### src/rtl/fifo_reader.sv
// -----------------------------------------------------------------------------
// fifo_reader
// Read-side consumer for a show-ahead FIFO (fifo_flops). It pops words while
// the FIFO reports pending data and holds them in a 2-entry output stage. The
// words are presented on a valid/ready stream. It also keeps a running count
// of the words delivered.
//
// Ports
//   clk         in   1      clock, all state changes on posedge
//   rst         in   1      synchronous reset, active-high
//   rd_en       in   1      1 = reader may pop new words
//   pndng       in   1      FIFO not empty, Dout holds the head word
//   Dout        in   width  FIFO head word (show-ahead)
//   pop         out  1      combinational, pops the FIFO head at this posedge
//   out_valid   out  1      out_data holds a valid word
//   out_ready   in   1      downstream accepts when out_valid & out_ready
//   out_data    out  width  oldest buffered word
//   word_count  out  cnt_w  number of output handshakes since reset (wraps)
//   out_parity  out  1      even parity of out_data (FIFO_READER_PARITY_EN only)
//
// Configuration
//   FIFO_READER_PARITY_EN : when defined, adds the registered out_parity port.
// -----------------------------------------------------------------------------
module fifo_reader #(
  parameter int width = 16,
  parameter int cnt_w = 16
) (
  input  logic             clk,
  input  logic             rst,
  input  logic             rd_en,
  input  logic             pndng,
  input  logic [width-1:0] Dout,
  output logic             pop,
  output logic             out_valid,
  input  logic             out_ready,
  output logic [width-1:0] out_data,
  output logic [cnt_w-1:0] word_count
`ifdef FIFO_READER_PARITY_EN
  ,
  output logic             out_parity
`endif
);

  // Buffer occupancy
  typedef enum logic [1:0] {
    ST_EMPTY = 2'd0,
    ST_ONE   = 2'd1,
    ST_TWO   = 2'd2
  } state_t;

  state_t             state_r;
  logic [width-1:0]   head_r;
  logic [width-1:0]   tail_r;
  logic               valid_r;
  logic [cnt_w-1:0]   count_r;
  logic               take_s;
  logic               give_s;
  logic               head_ld_s;
  logic [width-1:0]   head_nxt_s;

`ifdef FIFO_READER_PARITY_EN
  logic               parity_r;

  // Even parity: 1 when the word has an odd number of ones
  function automatic logic parity_f(input logic [width-1:0] d);
    return ^d;
  endfunction
`endif

  // Pop only from registered state and inputs, never from out_ready, so the
  // downstream ready path does not reach the FIFO combinationally.
  assign take_s = rd_en & pndng & (state_r != ST_TWO) & ~rst;
  assign give_s = valid_r & out_ready;
  assign pop    = take_s;

  // Head slot load: a fresh word enters the head when the buffer is empty or
  // when the current head leaves in the same cycle; from TWO the tail advances.
  always_comb begin
    head_ld_s  = 1'b0;
    head_nxt_s = Dout;
    case (state_r)
      ST_EMPTY: begin
        head_ld_s  = take_s;
        head_nxt_s = Dout;
      end
      ST_ONE: begin
        head_ld_s  = take_s & give_s;
        head_nxt_s = Dout;
      end
      ST_TWO: begin
        head_ld_s  = give_s;
        head_nxt_s = tail_r;
      end
      default: begin
        head_ld_s  = 1'b0;
        head_nxt_s = Dout;
      end
    endcase
  end

  // Occupancy FSM, output stage registers and delivered-word counter
  always_ff @(posedge clk) begin
    if (rst) begin
      state_r <= ST_EMPTY;
      head_r  <= {width{1'b0}};
      tail_r  <= {width{1'b0}};
      valid_r <= 1'b0;
      count_r <= {cnt_w{1'b0}};
`ifdef FIFO_READER_PARITY_EN
      parity_r <= 1'b0;
`endif
    end else begin
      if (give_s) begin
        count_r <= count_r + {{(cnt_w-1){1'b0}}, 1'b1};
      end

      if (head_ld_s) begin
        head_r <= head_nxt_s;
`ifdef FIFO_READER_PARITY_EN
        parity_r <= parity_f(head_nxt_s);
`endif
      end

      case (state_r)
        ST_EMPTY: begin
          if (take_s) begin
            state_r <= ST_ONE;
            valid_r <= 1'b1;
          end
        end
        ST_ONE: begin
          if (take_s && !give_s) begin
            tail_r  <= Dout;
            state_r <= ST_TWO;
          end else if (!take_s && give_s) begin
            state_r <= ST_EMPTY;
            valid_r <= 1'b0;
          end else begin
            state_r <= ST_ONE;
          end
        end
        ST_TWO: begin
          if (give_s) begin
            state_r <= ST_ONE;
          end
        end
        default: begin
          state_r <= ST_EMPTY;
          valid_r <= 1'b0;
        end
      endcase
    end
  end

  assign out_valid  = valid_r;
  assign out_data   = head_r;
  assign word_count = count_r;
`ifdef FIFO_READER_PARITY_EN
  assign out_parity = parity_r;
`endif

endmodule

### config.mk
export PLATFORM = sky130hd
export DESIGN_NAME = fifo_reader
export DESIGN_NICKNAME = d
export VERILOG_FILES = /design/src/rtl/fifo_reader.sv
export SDC_FILE = /design/constraint.sdc
export NUM_CORES = 1
export LEC_CHECK = 0
export ABC_CLOCK_PERIOD_IN_PS = 6100
export CAP_MARGIN = 20
export CELL_PAD_IN_SITES_DETAIL_PLACEMENT = 0
export CELL_PAD_IN_SITES_GLOBAL_PLACEMENT = 2
export CORE_MARGIN = 2
export CORE_UTILIZATION = 39
export DETAILED_ROUTE_END_ITERATION = 12
export DONT_BUFFER_PORTS = 1
export PLACE_DENSITY = 0.93
export SYNTH_ARGS = -nofsm -noshare
export SYNTH_HDL_FRONTEND = slang
export SYNTH_SLANG_ARGS = --single-unit
### constraint.sdc
create_clock -name clk -period 6.1 [get_ports clk]
set_input_delay 1.22 -clock clk [delete_from_list [all_inputs] [get_ports clk]]
set_output_delay 1.22 -clock clk [all_outputs]
set_load 0.05 [all_outputs]
==> results.py <==
metrics = {
    "route": {
        "vias": 1601,
        "wl_per_cell_um": 14.17,
        "viasPerCell": 5.050,
        "routed_wl_mm": 4.491,
        "drcViolationCount": 0,
        "drt_iter0_drc": 114,
        "drtAntennaViolNets": 0,
        "firstDrtPassIters": 4,
    },
    "placement": {
        "place_inst": 309,
        "dp.final_hpwl_mm": 2.903,
        "pre_cts_ws_ns": 2.834,
        "portBuffers": 0,
        "postPlaceCellArea_um2": 2212,
        "gp_congestion": 0.7738,
    },
    "power_and_ir_drop": {
        "power_leakage_uw": 0.0008432,
        "p_seq_share_pct": 63.5,
        "intPower_uw": 433.0,
        "ir_drop_mv": 0.1163,
        "clkPwrFrac_pct": 31.5,
        "switchingPower_uw": 158.9,
        "power.density_nw_per_um2": 256.3,
        "pwr-share-comb_pct": 5.0,
        "swShare_pct": 26.84,
    },
    "timing": {
        "setup_slack_ns": 2.997,
        "finalSetupViolCount": 0,
        "finClkSkew_ns": 0.008670,
        "rsz0062_at_grt": "no",
        "holdWs_ns": 0.4510,
        "max_freq_mhz": 322.3,
        "tightest_slew_ns": 0.6574,
        "drv_slew": 0,
        "fin_tns_setup_ns": 0,
        "fin_crit_sh_pct": 50.87,
        "relSlewSlack_pct": 56.11,
        "fin_crit_ns": 3.103,
        "hold_viol": 0,
    },
    "setup_path": {
        "crit_buf_inv": 1,
        "critPathSlowestCell": "inv_1",
        "cp_slowest_stage_delay_ns": 0.42,
        "critPathKind": "primary input to output port",
        "crit_chain": "nand4b_1 -> inv_1",
        "start_kind": "primary input",
        "crit_required_ns": 4.88,
        "end_kind": "output port",
        "worstSetupStartpoint": "rst",
        "r2r-start": "state_r[0]",
        "worst_ep_arrival_time_ns": 1.88,
        "cp_top_family": "buffers and inverters",
        "crit_path_max_fanout": 54,
    },
    "synth": {
        "synth.avg_cell_area_um2": 8.733,
        "synth_area_leaders": "dfxtp_1 (47%), nand2_1 (7.4%), mux2i_1 (7.3%)",
        "synth.distinct_cells": 34,
        "ys_seq_elements": 51,
        "synth_common_cells": "dfxtp_1 (51), nand2_1 (43), nor2_1 (30)",
        "ys_seq_area_share_pct": 46.76,
        "synth_top_area_share_pct": 46.76,
        "yosysWarnings": 0,
        "syn_nets": 275,
        "netlist.top_cell.by_area": "dfxtp_1",
        "synthFlopType": "dfxtp_1",
        "synth_most_common_cell": "dfxtp_1",
        "async_reset_ff_share_pct": 0,
        "netlist_instances": 250,
        "synth-edff-count": 0,
        "syn_area_um2": 2183,
    },
    "global_routing": {
        "grt_max_degree": 55,
        "grt_pass1_vias": 1446,
        "gr-total-overflow": 0,
        "grt_pass1_wl_mm": 7.265,
        "gr-usage-all-layers_pct": 14.86,
        "antenna_found_initial": 0,
    },
    "hold_path": {
        "min_path_type": "register to register",
        "min-delay-start": "tail_r[5]",
    },
    "final_layout": {
        "drive_gt1_share_pct": 5.714,
        "final_cells": 317,
        "area_delta_synth_final_pct": 5.788,
        "fin_nets": 270,
        "stdcell_area_um2": 2310,
        "num_antenna_cells": 0,
    },
    "clocking": {
        "cts_sinks": 51,
        "post_cts_buffers": 0,
        "cts_tree": "built",
        "cts_made_buffers": 5,
        "cts_max_level": 2,
        "clkLatencyLatePin_ns": 0.30,
        "post_cts_resized": 0,
        "cts_max_path_buffers": 2,
        "cts.hold.buffers_added": 0,
        "clk_pin_slew_ns": 0.09,
        "clock-root-buffer": "clkbuf_8",
    },
    "floorplan": {
        "die_w_um": 78.82,
        "fp.dieH_um": 78.82,
        "ios": 55,
        "initial_core_util_pct": 39.89,
        "core_um2": 5473,
        "num_rows": 27,
        "die-area_um2": 6213,
    },
    "run": {
        "cap_violations": 0,
    },
    "run_status": {
        "outcome": "finished clean",
    },
}
==> sequential cells by signal, summed over array words and instances (netlist names) <==
register / cells
out_data: 16
out_valid: 1
state_r: 2
tail_r: 16
word_count: 16
==> cells in the final DEF, fill, tap and decap left out, types with 2 or more instances in the layout <==
cell and instances:
dfxtp_1 51, nand2_1 43, nor2_1 30, a21oi_1 23
a211oi_1 17, mux2i_1 16, xnor2_1 8, nand4_1 6
inv_1 5, clkbuf_8 5, ha_1 4, nor4_1 3
nor3_1 3, o21ai_0 3, xor2_1 3, nand2b_1 2
nand3_1 2, nor2b_1 2, or3_1 2
==> path summary, 6_finish.rpt <==
path	endpoint	cells after the start	slack [ns]
setup / recovery	pop	2	3.00
hold / removal	tail_r[5]	2	0.45
setup reg to reg	tail_r[14]	7	3.63
hold reg to reg	tail_r[5]	2	0.45
==> metal layers <==
metal | global-route usage (%) | wire length [µm] | up-vias
li1 | - | - | 849
met1 | 19.16 | 2189 | 718
met2 | 22.82 | 1979 | 29
met3 | 6.023 | 274 | 5
met4 | 4.655 | 48 | 0
met5 | 0 | 0 | -
==> cell type report <==
class,count,area [µm²]
fill,566,3163
multi-input combinational,179,1071
sequential,51,1021
tap,72,90.09
clock buffer,5,68.82
timing repair buffer,2,22.52
inverter,6,22.52
clock inverter,2,13.76
==> per-stage QoR <==
stage	util (%)	power, µW
2_1_floorplan	-	412.7
3_3_place_gp	40.42	413.6
3_5_place_dp	40.42	413.9
4_1_cts	41.93	601.7
5_1_grt	42.20	619.8
6_report	42.20	591.9
==> cells by family (layout without fill, tap and decap cells) <==
logic type,Yosys count,after routing,share of synthesized area [%]
DFF,51,51,46.76
AOI/OAI and AO/OA,45,45,12.84
buffers and inverters,20,15,4.183
and+or+nand+nor,102,102,21.66
muxes,17,17,7.851
xor gates and xnor gates,11,11,4.413
adders and majority gates,4,4,2.292
==> power by group through the flow <==
| stage | Sequential, µW | Clock [µW] | Combinational (µW) |
|---|---|---|---|
| after floorplan | 382 | 0 | 30.5 |
| after global placement | 384 | 0 | 29.4 |
| after detailed placement | 384 | 0 | 29.5 |
| after CTS | 376 | 195 | 29.8 |
| after global routing | 378 | 208 | 33.7 |
| final | 376 | 186 | 29.6 |
Power figures use the tool's default switching activity.
